## config.mk

```make
export PLATFORM = sky130hd
export DESIGN_NAME = ornek_acc_sched
export DESIGN_NICKNAME = d
export VERILOG_FILES = /design/src/rtl/ornek_acc_sched_pkg.sv /design/src/rtl/ornek_acc_sched_rr_prio_2.sv /design/src/rtl/ornek_acc_sched.sv
export SDC_FILE = /design/constraint.sdc
export NUM_CORES = 1
export LEC_CHECK = 0
export CAP_MARGIN = 20
export CORE_ASPECT_RATIO = 1.4
export CORE_MARGIN = 2
export CORE_UTILIZATION = 42
export DETAILED_ROUTE_END_ITERATION = 7
export PLACE_DENSITY_LB_ADDON = 0.12
export SETUP_SLACK_MARGIN = 0.4
export SYNTH_ARGS = -nofsm -noshare
export SYNTH_HDL_FRONTEND = slang
export SYNTH_HIERARCHICAL = 1
export SYNTH_SLANG_ARGS = --single-unit
export TNS_END_PERCENT = 30
```

## constraint.sdc

```tcl
create_clock -name clk -period 2.7 [get_ports clk]
set_input_delay 0.27 -clock clk [delete_from_list [all_inputs] [get_ports clk]]
set_output_delay 0.27 -clock clk [all_outputs]
set_load 0.02 [all_outputs]
```

## src/rtl/ornek_acc_sched_pkg.sv

```systemverilog
// Shared constants for the two-requester accumulator scheduler.
package ornek_acc_sched_pkg;

  // Default widths, matching the accumulating datapath's datain/dataout
  localparam int DATA_W_DEF = 8;
  localparam int RES_W_DEF  = 10;

  // FSM encoding
  localparam logic [1:0] IDLE  = 2'd0;
  localparam logic [1:0] OWN_A = 2'd1;
  localparam logic [1:0] OWN_B = 2'd2;

  // Requester ids, used as bit positions in req/gnt/advance vectors.
  // prio uses the same numbering: 0 = A first, 1 = B first.
  localparam int REQ_A = 0;
  localparam int REQ_B = 1;

endpackage

```

## src/rtl/ornek_acc_sched_rr_prio_2.sv

```systemverilog
// Two-way round-robin pick plus priority rotation after a released grant.
module ornek_acc_sched_rr_prio_2
  import ornek_acc_sched_pkg::*;
(
  input  logic [1:0] req,
  input  logic       prio,
  input  logic [1:0] advance,
  output logic [1:0] gnt,
  output logic       prio_nxt
);

  // Grant the priority side on contention; hand priority to the side that
  // did not just release the datapath.
  always_comb begin
    gnt = '0;
    if (req[REQ_A] && (!req[REQ_B] || !prio)) gnt[REQ_A] = 1'b1;
    else if (req[REQ_B])                      gnt[REQ_B] = 1'b1;
    prio_nxt = prio;
    if (advance[REQ_A])      prio_nxt = 1'b1;
    else if (advance[REQ_B]) prio_nxt = 1'b0;
  end

endmodule

```

## src/rtl/ornek_acc_sched.sv

```systemverilog
// Round-robin scheduler giving one requester the accumulating datapath
// for a whole accumulation, with result routing and a beat watchdog.
module ornek_acc_sched
  import ornek_acc_sched_pkg::*;
#(
  parameter int DATA_W    = DATA_W_DEF,
  parameter int RES_W     = RES_W_DEF,
  parameter int MAX_BEATS = 16
) (
  input  logic              clk,
  input  logic              rst,
  input  logic              a_valid_i,
  input  logic [DATA_W-1:0] a_data_i,
  output logic              a_ready_o,
  input  logic              b_valid_i,
  input  logic [DATA_W-1:0] b_data_i,
  output logic              b_ready_o,
  output logic              acc_valid_o,
  output logic [DATA_W-1:0] acc_data_o,
  input  logic              acc_ready_i,
  input  logic              acc_done_i,
  input  logic [RES_W-1:0]  acc_result_i,
  output logic              a_done_o,
  output logic [RES_W-1:0]  a_result_o,
  output logic              b_done_o,
  output logic [RES_W-1:0]  b_result_o,
  output logic              err_o
);

  localparam int               CNT_W   = $clog2(MAX_BEATS + 1);
  localparam logic [CNT_W-1:0] CNT_MAX = CNT_W'(MAX_BEATS);

  typedef struct packed {
    logic              valid;
    logic [DATA_W-1:0] data;
  } beat_t;

  logic [1:0]       state;
  logic             prio, prio_nxt;
  logic [CNT_W-1:0] beat_cnt, cnt_nxt;
  logic             own_a, own_b, fire, wd_hit;
  logic [1:0]       gnt, rel;
  beat_t            sel;

  assign own_a = (state == OWN_A);
  assign own_b = (state == OWN_B);

  // Owner's beat goes straight through; nothing is forwarded while idle.
  always_comb begin
    sel = '0;
    if (own_a)      sel = '{valid: a_valid_i, data: a_data_i};
    else if (own_b) sel = '{valid: b_valid_i, data: b_data_i};
  end

  assign acc_valid_o = sel.valid;
  assign acc_data_o  = sel.data;
  assign a_ready_o   = own_a & a_valid_i & acc_ready_i;
  assign b_ready_o   = own_b & b_valid_i & acc_ready_i;
  assign fire        = sel.valid & acc_ready_i;

  // Saturating beat count; a done in the same cycle overrides the watchdog.
  assign cnt_nxt = (fire && beat_cnt != CNT_MAX) ? beat_cnt + CNT_W'(1) : beat_cnt;
  assign wd_hit  = (own_a | own_b) & (cnt_nxt == CNT_MAX) & ~acc_done_i;
  assign rel     = {own_b & (acc_done_i | wd_hit), own_a & (acc_done_i | wd_hit)};

  ornek_acc_sched_rr_prio_2 u_rr (
    .req      ({b_valid_i, a_valid_i}),
    .prio     (prio),
    .advance  (rel),
    .gnt      (gnt),
    .prio_nxt (prio_nxt)
  );

  // Grant FSM, result capture and single-cycle done/err pulses.
  always_ff @(posedge clk) begin
    if (!rst) begin
      state      <= IDLE;
      prio       <= 1'b0;
      beat_cnt   <= '0;
      a_done_o   <= 1'b0;
      b_done_o   <= 1'b0;
      err_o      <= 1'b0;
      a_result_o <= '0;
      b_result_o <= '0;
    end else begin
      a_done_o <= 1'b0;
      b_done_o <= 1'b0;
      err_o    <= 1'b0;
      prio     <= prio_nxt;
      case (state)
        IDLE: begin
          beat_cnt <= '0;
          // A done with no owner is discarded; hold off granting that cycle.
          if (acc_done_i)        err_o <= 1'b1;
          else if (gnt[REQ_A])   state <= OWN_A;
          else if (gnt[REQ_B])   state <= OWN_B;
        end
        OWN_A, OWN_B: begin
          if (acc_done_i) begin
            state    <= IDLE;
            beat_cnt <= '0;
            if (own_a) begin
              a_result_o <= acc_result_i;
              a_done_o   <= 1'b1;
            end else begin
              b_result_o <= acc_result_i;
              b_done_o   <= 1'b1;
            end
          end else if (wd_hit) begin
            state    <= IDLE;
            beat_cnt <= '0;
            err_o    <= 1'b1;
          end else begin
            beat_cnt <= cnt_nxt;
          end
        end
        default: state <= IDLE;
      endcase
    end
  end

endmodule

```

==> results of run 1 <==
-- cell type report --
| type | instances | area (um2) | share of cell area |
|---|---|---|---|
| multi-input combinational | 160 | 857 | 0.363 |
| timing repair buffer | 67 | 677 | 0.287 |
| sequential | 31 | 621 | 0.263 |
| clock buffer | 6 | 82.6 | 0.0350 |
| tap | 42 | 52.6 | 0.0223 |
| clock inverter | 2 | 35.0 | 0.0149 |
| inverter | 9 | 33.8 | 0.0143 |
-- final timing paths --
path	depth (start not counted)	slack, ns	from	to
hold / removal	2	0.45	a_result_o[3]	a_result_o[3]
hold reg to reg	2	0.45	a_result_o[3]	a_result_o[3]
setup reg to reg	9	0.59	state[0]	prio
setup / recovery	5	0.47	state[1]	acc_data_o[3]
-- metal layers --
metal	vias up	wire, um	part of all wire	global-route usage
li1	839	-	-	-
met1	742	1580	0.40	0.222
met2	40	2140	0.54	0.386
met3	6	178	0.045	0.0407
met4	0	55	0.014	0.0732
met5	-	0	0	0
-- power groups by stage --
stage | logic [mW] | registers, mW | clock network [mW]
2_1_floorplan | 0.0943 | 0.503 | 0
3_3_place_gp | 0.222 | 0.490 | 0
3_5_place_dp | 0.222 | 0.490 | 0
5_1_grt | 0.243 | 0.482 | 0.502
6_report | 0.223 | 0.480 | 0.469
4_1_cts | 0.224 | 0.480 | 0.476
-- worst reg2reg max path: stages, from the launching register on --
cell	delay [ns]
dfxtp_1	0.36
inv_1	0.09
ha_2	0.27
and4b_1	0.24
o21ai_1	0.20
o22ai_1	0.15
a31oi_1	0.33
nor2b_1	0.08
o21bai_1	0.16
and2_1	0.15
-- synth_stat cells, types with 2 or more instances --
cell,number,area (um2)
ha_1,6,75.1
inv_1,9,33.8
o32ai_1,2,17.5
a21oi_1,30,150
nor2_1,3,11.3
and2_1,2,12.5
o21ai_0,15,75.1
nand3_1,2,10.0
or4_1,3,22.5
and3_1,3,18.8
nand2_1,67,251
nor2b_1,2,12.5
or3_1,2,12.5
dfxtp_1,31,621
clkbuf_1,9,33.8
nor4_1,2,12.5
xor2_1,2,17.5
-- cells by family after synthesis --
kind of cell	Yosys count	synth area share
xor gates and xnor gates	2	0.0113
muxes	1	0.00647
AOI/OAI and AO/OA	57	0.209
buffers and inverters	19	0.0461
adders and majority gates	6	0.0485
DFF	31	0.401
and+or+nand+nor	94	0.278
-- registers in the layout, indices dropped and copies added, names as in the netlist --
register,cells
a_result_o,10
err_o,1
b_result_o,10
state,2
a_done_o,1
beat_cnt,5
prio,1
b_done_o,1
-- metrics by stage --
step / util / hold slack [ns] / power, mW / cells / cell area [um2]
2_1_floorplan: - / 0.366 / 0.598 / 210 / 1550
3_5_place_dp: 0.622 / 0.447 / 0.712 / 309 / 2230
6_report: 0.659 / 0.453 / 1.17 / 317 / 2360
3_3_place_gp: 0.622 / 0.441 / 0.711 / 309 / 2230
5_1_grt: 0.659 / 0.477 / 1.23 / 317 / 2360
4_1_cts: 0.655 / 0.456 / 1.18 / 317 / 2340
==> flow_summary_export.csv, run 1 <==
group,metric,value,unit
outcome,outcome,"finished, final reports clean",
grt,number_of_global_route_vias_before_repair,1531,
synthesis,postSynthRegisterBits,31,
routing,drt-wirelength-per-cell,12.5,um
critical_path,worst_path_cell_trace,"inv_1, ha_1, buf_6, o21ai_0, clkdlybuf4s50_1",
synthesis,synth-edff-count,0,
finish,final_nets,312,
timing,final_critical_path_setup_slack,0.465,ns
clock_network,htreeDepth,2,
synthesis,synth_ff_type,"dfxtp_1",
synthesis,syn-instance-count,210,
synthesis,synthesis.area_per_instance,7.36,um2
floorplan,die_height,75.8,um
floorplan,die_width,55.3,um
finish,fraction_of_final_layout_cells_sized_beyond_drive_strength_1,0.0545,
grt,globalRoute.totalOverflow,0,
floorplan,start_util,0.432,
synthesis,yosys_warnings,6,
clock_network,cts-hold-fix-buffers,0,
power_and_ir_drop,sequential_power_share,0.409,
routing,via_count,1627,
power_and_ir_drop,powerDensity,497,mW/mm2
timing,totalNegativeSetupSlack,0,ns
hold_path,min_delay_worst_type,"flip-flop to flip-flop",
routing,firstDrtPassIters,4,
timing,setup_viol,0,
critical_path,worst_setup_path_end_kind,"output pin",
floorplan,count_of_pins_on_the_block_boundary,66,
critical_path,timing.critical_path.buf_inv,3,
timing,worst_slew_margin_rel,0.576,
finish,most-common-layout-cells,"67 x nand2_1, 62 x clkdlybuf4s50_1, 31 x dfxtp_1",
critical_path,worst_ep_required_time,2.43,ns
critical_path,crit_slowest_cell,"clkdlybuf4s50_1",
timing,rsz0062_at_grt,"true",
synthesis,synth-async-reset-ratio,0,
routing,detailedRoute.firstIterationViolations,53,
floorplan,floorplan.core_area,0.00358,mm2
finish,antenna_cells,0,
timing,period_share,0.828,
clock_network,clkTransAtPathRegs,0.07,ns
timing,worstMarginPinSlew,0.634,ns
finish,final_common_cell,"nand2_1",
routing,drc,0,
floorplan,floorplan.die_area,0.00419,mm2
clock_network,clockRootBuffer,"clkbuf_8",
timing,hold_viol,0,
critical_path,worstPathMaxFanout,23,
clock_network,postCtsSetupBuffers,0,
placed_design,numPortBuffers,65,
timing,final_max_slew_viol_count,0,
power_and_ir_drop,pwr-share-clk,0.400,
power_and_ir_drop,lkg_pwr,0.914,nW
placed_design,post-dp-hpwl,2.95,mm
clock_network,clock_insertion_delay_worst_skew,0.28,ns
floorplan,core_rows,26,
critical_path,cp.arrival,1.96,ns
power_and_ir_drop,swShare,0.249,
synthesis,synth_fp_nets,248,
routing,avgViaCountPerCell,5.13,
placed_design,place_worst_setup_slack,0.453,ns
routing,detail-route-antenna-nets,0,
power_and_ir_drop,internal_power,880,uW
grt,globalRouteTotalUtil,0.202,
placed_design,place.gp.congestion,0.835,
run,cap_violations,0,
clock_network,cts_num_sinks,31,
power_and_ir_drop,switchingPower,291,uW
synthesis,synth.lib_cells_used.distinct,37,
clock_network,tritoncts,"yes",
clock_network,cts_inserted_buffers,5,
power_and_ir_drop,p_comb_frac,0.190,
timing,max_clock_freq,0.448,GHz
grt,wire_length_of_the_first_global_routing_pass,6.76,mm
critical_path,criticalPathCategory,"flip-flop to output pin",
synthesis,mappedNetlistArea,0.00155,mm2
routing,wirelength,3.95,mm
timing,worst_clock_skew,0.00739,ns
critical_path,crit_path_start_kind,"flip-flop",
critical_path,timing.critical_path.max_delay_family,"buffers and inverters",
clock_network,cts_resized,0,
clock_network,ctsLongestPathBuffers,2,
power_and_ir_drop,power.ir.vdd_worst,0.404,mV
timing,final_period_minus_worst_setup_slack,2.23,ns
finish,fill_cells,328,
synthesis,synth-seq-area-share,0.401,
critical_path,critPathMaxStageDelay,0.63,ns
grt,antenna_violations_before_repair,0,
grt,largest_net_degree_at_the_start_of_global_routing,24,
finish,area_growth_syn_to_layout,52.5,%
No activity file was read; power rests on OpenSTA's default activity.
==> run 2, diff against run 1 <==
Settings changed: CORE_UTILIZATION 42 to 38.
Clock period 2.7 ns to 1.9 ns, I/O delays scaled along.
==> run 2 against run 1 <==
Worst setup slack got worse by 0.45 ns; critical path depth is 5 higher; via count is 7.1% higher; combinational power increased by 69%; cell count is 5.4% higher; clock power increased by 43%; worst hold slack lost 0.0025 ns; sequential power increased by 43%; sequential share of layout area down 1.7 points; die area is 9.8% higher; clock skew down 0.0035 ns.
==> flow_summary_export.csv, run 2 (synthesis results as in run 1) <==
group,metric,value,unit
outcome,outcome,"finished, final reports clean",
finish,sequential_area,631,um2
routing,drc,0,
grt,largest_net_degree_at_the_start_of_global_routing,31,
floorplan,die_height,79.5,um
placed_design,post-place-cells,321,
finish,top_registers,"a_result_o x10, b_result_o x10, beat_cnt x5",
floorplan,die_width,57.9,um
critical_path,criticalPathCategory,"flip-flop to flip-flop",
grt,antenna_violations_before_repair,0,
clock_network,tritoncts,"yes",
floorplan,count_of_pins_on_the_block_boundary,66,
floorplan,floorplan.die_area,0.00460,mm2
routing,via_count,1743,
run,cap_violations,0,
finish,finalInstanceArea,0.00256,mm2
floorplan,start_util,0.395,
hold_path,min_delay_worst_type,"flip-flop to flip-flop",
timing,worstMarginPinSlew,0.316,ns
critical_path,worstPathMaxFanout,6,
clock_network,cts_num_sinks,31,
timing,max_clock_freq,0.531,GHz
clock_network,clockRootBuffer,"clkbuf_8",
finish,area_growth_syn_to_layout,65.8,%
routing,wirelength,4.39,mm
timing,final_period_minus_worst_setup_slack,1.88,ns
clock_network,ctsLongestPathBuffers,2,
timing,setup_viol,0,
floorplan,floorplan.core_area,0.00392,mm2
clock_network,cts_inserted_buffers,5,
timing,period_share,0.991,
grt,globalRoute.totalOverflow,0,
finish,most-common-layout-cells,"66 x nand2_1, 54 x clkdlybuf4s50_1, 29 x a21oi_1",
power_and_ir_drop,lkg_pwr,0.990,nW
critical_path,crit_path_start_kind,"flip-flop",
placed_design,numPortBuffers,65,
timing,worst_slew_margin_rel,0.787,
critical_path,worst_ep_required_time,2.06,ns
timing,rsz0062_at_grt,"true",
grt,number_of_global_route_vias_before_repair,1659,
routing,firstDrtPassIters,4,
routing,avgViaCountPerCell,5.22,
routing,drt-wirelength-per-cell,13.1,um
finish,post_layout_nonfiller_instances,334,
placed_design,place.gp.congestion,0.837,
timing,final_critical_path_setup_slack,0.0163,ns
grt,globalRouteTotalUtil,0.203,
finish,multiInputGateArea,952,um2
placed_design,placed_area,0.00235,mm2
timing,final_max_slew_viol_count,0,
critical_path,cp.arrival,2.04,ns
clock_network,cts-hold-fix-buffers,0,
finish,antenna_cells,0,
power_and_ir_drop,power.ir.vdd_worst,0.579,mV
grt,wire_length_of_the_first_global_routing_pass,7.18,mm
routing,detailedRoute.firstIterationViolations,40,
finish,fraction_of_final_layout_cells_sized_beyond_drive_strength_1,0.206,
clock_network,htreeDepth,2,
timing,hold_viol,0,
clock_network,clkTransAtPathRegs,0.07,ns
clock_network,clock_insertion_delay_worst_skew,0.28,ns
critical_path,worst_setup_path_end_kind,"flip-flop",
finish,fill_cells,355,
timing,worst_clock_skew,0.00384,ns
power_and_ir_drop,powerDensity,676,mW/mm2
floorplan,core_rows,27,
placed_design,post-dp-hpwl,3.25,mm
finish,final_common_cell,"nand2_1",
routing,detail-route-antenna-nets,0,
placed_design,place_worst_setup_slack,-0.0887,ns
finish,final_nets,328,
[run 2: changes by cell type in the layout (fill, tap and decap cells not counted), moves of 3 or more]
cell | before | now
buf_4 | 1 | 24
buf_6 | 1 | 4
clkdlybuf4s50_1 | 62 | 54
dfxtp_1 | 31 | 27
dlymetal6s2s_1 | 3 | 0
inv_1 | 9 | 6
o21ai_0 | 15 | 4
o21ai_1 | 1 | 10
[run 2: through the flow]
step | TNS, ns | hold WS [ns] | util | total power [mW]
finish | 0 | 0.450 | 0.654 | 1.73
global route | -0.330 | 0.472 | 0.654 | 1.81
CTS | 0 | 0.455 | 0.640 | 1.73
detailed placement | -0.262 | 0.446 | 0.600 | 1.05
global placement | -0.111 | 0.441 | 0.600 | 1.04
floorplan | 0 | 0.283 | - | 0.859
[run 2: power by group]
part	internal [mW]	switching (mW)	total [mW]
registers	0.671	0.0144	0.685
logic	0.187	0.190	0.377
clock network	0.424	0.248	0.672
[run 2: worst max-delay path, cell delays in order, from the launching register on]
cell	delay, ns
dfxtp_4	0.37
inv_4	0.06
ha_4	0.15
and4b_1	0.22
o21ai_2	0.14
mux2i_1	0.25
buf_4	0.14
a21oi_2	0.04
buf_6	0.14
a21oi_4	0.14
o32ai_2	0.09
[run 2: timing repair]
| item | CTS | global route |
|---|---|---|
| pin swaps | 4 | 3 |
| endpoints found under the setup margin | 37 | 41 |
| buffers inserted | 3 | 2 |
| gates resized for setup | 69 | 19 |
[run 2: area by class of cell]
cell class / instances / area share
Clock buffer: 6 / 0.0322
Clock inverter: 2 / 0.0137
Inverter: 9 / 0.0151
Multi-Input combinational cell: 160 / 0.371
Sequential cell: 31 / 0.246
Tap cell: 43 / 0.0210
Timing Repair Buffer: 83 / 0.301
[run 2: layer usage]
layer | vias to the layer above | routed length (um) | share of wire | GRT usage
met5 | - | 0 | 0 | 0
met4 | 0 | 68 | 0.015 | 0.0791
met3 | 6 | 329 | 0.075 | 0.0616
met2 | 68 | 2400 | 0.55 | 0.372
met1 | 798 | 1600 | 0.36 | 0.211
li1 | 871 | - | - | -
[run 2: final timing paths]
| path | from | endpoint | slack, ns | cells after the start |
|---|---|---|---|---|
| worst min-delay path | b_result_o[5] | b_result_o[5] | 0.45 | 2 |
| worst max-delay path | state[1] | state[1] | 0.02 | 10 |
| worst min register to register | b_result_o[5] | b_result_o[5] | 0.45 | 2 |
| worst max register to register | state[1] | state[1] | 0.02 | 10 |
==> run 3, diff against run 2 <==
Settings changed: MAX_ROUTING_LAYER set to met4, RECOVER_POWER set to 25.
==> run 3 against run 2 <==
Clock skew about the same; cell count stayed put; combinational power shrank 1%; wire length decreased by 0.41%; non-clock buffer count unchanged; clock-buffer cell count unchanged; power down 0.38%; largest power group unchanged.
==> flow_summary_export.csv, run 3 (synthesis results as in run 1) <==
group,metric,value,unit
timing,rsz0062_at_grt,"true",
finish,area_growth_syn_to_layout,65.8,%
placed_design,place_worst_setup_slack,-0.0887,ns
clock_network,htreeDepth,2,
grt,top_usage_layer,"met2",
power_and_ir_drop,powerDensity,674,mW/mm2
floorplan,die_width,57.9,um
power_and_ir_drop,lkg_pwr,1.04,nW
routing,via_count,1754,
finish,top_registers,"a_result_o x10, b_result_o x10, beat_cnt x5",
timing,setup_viol,0,
clock_network,clock_insertion_delay_worst_skew,0.28,ns
routing,drc,0,
timing,final_max_slew_viol_count,0,
power_and_ir_drop,power,1.73,mW
clock_network,cts-hold-fix-buffers,0,
floorplan,floorplan.core_area,0.00392,mm2
floorplan,start_util,0.395,
routing,detail-route-antenna-nets,0,
grt,met2_global_route_usage,0.370,
timing,final_period_minus_worst_setup_slack,1.89,ns
routing,detailedRoute.firstIterationViolations,45,
clock_network,ctsLongestPathBuffers,2,
routing,firstDrtPassIters,4,
finish,antenna_cells,0,
critical_path,criticalPathCategory,"flip-flop to flip-flop",
finish,most-common-layout-cells,"66 x nand2_1, 39 x clkdlybuf4s50_1, 29 x a21oi_1",
clock_network,cts_inserted_buffers,5,
grt,globalRouteTotalUtil,0.209,
grt,grt_use_met3,0.0583,
routing,avgViaCountPerCell,5.25,
finish,final_nets,328,
floorplan,floorplan.die_area,0.00460,mm2
critical_path,cp.arrival,2.04,ns
timing,worst_slew_margin_rel,0.779,
clock_network,clkTransAtPathRegs,0.07,ns
grt,global_route.usage.met1,0.215,
critical_path,worstPathMaxFanout,6,
timing,max_clock_freq,0.530,GHz
hold_path,min_delay_worst_type,"flip-flop to flip-flop",
floorplan,die_height,79.5,um
routing,wirelength,4.37,mm
timing,period_share,0.992,
critical_path,worst_ep_required_time,2.06,ns
placed_design,post-place-cells,321,
grt,globalRoute.totalOverflow,0,
grt,number_of_global_route_vias_before_repair,1656,
clock_network,tritoncts,"yes",
critical_path,worst_setup_path_end_kind,"flip-flop",
grt,wire_length_of_the_first_global_routing_pass,7.18,mm
placed_design,placed_area,0.00235,mm2
timing,worst_clock_skew,0.00363,ns
clock_network,clockRootBuffer,"clkbuf_8",
grt,antenna_violations_before_repair,0,
run,cap_violations,0,
finish,postLayoutCoreUtil,0.654,
timing,hold_viol,0,
placed_design,post-dp-hpwl,3.25,mm
timing,worstMarginPinSlew,0.332,ns
power_and_ir_drop,power.ir.vdd_worst,0.578,mV
routing,drt-wirelength-per-cell,13.1,um
placed_design,numPortBuffers,65,
finish,fraction_of_final_layout_cells_sized_beyond_drive_strength_1,0.206,
critical_path,crit_path_start_kind,"flip-flop",
timing,final_critical_path_setup_slack,0.0144,ns
grt,largest_net_degree_at_the_start_of_global_routing,31,
finish,finalInstanceArea,0.00256,mm2
clock_network,cts_num_sinks,31,
outcome,outcome,"finished, final reports clean",
finish,final_common_cell,"nand2_1",
placed_design,place.gp.congestion,0.850,
finish,post_layout_nonfiller_instances,334,
floorplan,count_of_pins_on_the_block_boundary,66,
floorplan,core_rows,27,
run 3: cell types whose count changed in the layout (fill, tap and decap cells not counted), sizes merged:
cell | before | now
clkdlybuf4s50 | 54 | 39
dlygate4sd3 | 0 | 15
run 3: worst max-delay path, stage by stage, from the launching register on:
cell,delay (ns)
dfxtp_4,0.37
inv_4,0.06
ha_4,0.15
and4b_1,0.22
o21ai_2,0.14
mux2i_1,0.25
buf_4,0.14
a21oi_2,0.04
buf_6,0.14
a21oi_4,0.14
o32ai_2,0.09
run 3: repair_timing:
item,CTS,global route
pin swaps,4,3
buffers inserted,3,2
endpoints found under the setup margin,37,41
gates resized for setup,69,19
run 3: final timing paths:
kind / from / end / slack, ns / depth (start not counted)
hold / removal: b_result_o[5] / b_result_o[5] / 0.45 / 2
setup / recovery: state[1] / state[1] / 0.01 / 10
hold reg to reg: b_result_o[5] / b_result_o[5] / 0.45 / 2
setup reg to reg: state[1] / state[1] / 0.01 / 10
run 3: cell type report:
class,count,area (um2)
Fill cell,355,1360
Tap cell,43,53.8
Timing Repair Buffer,83,771
Clock buffer,6,82.6
Sequential cell,31,631
Inverter,9,38.8
Multi-Input combinational cell,160,952
Clock inverter,2,35.0
run 3: where the power goes:
group / total [mW] / switching [mW] / internal [mW]
combinational: 0.373 / 0.190 / 0.184
clock: 0.669 / 0.245 / 0.424
sequential: 0.685 / 0.0138 / 0.671
run 3: stage by stage:
step,TNS (ns),hold WS (ns)
6_report,0,0.447
5_1_grt,-0.331,0.469
4_1_cts,0,0.455
3_5_place_dp,-0.262,0.446
3_3_place_gp,-0.111,0.441
2_1_floorplan,0,0.283
run 3: routing by layer:
layer  up-vias  share of wire
met5         -              0
met4         0          0.014
met3         6          0.077
met2        73           0.54
met1       803           0.36
li1        872              -
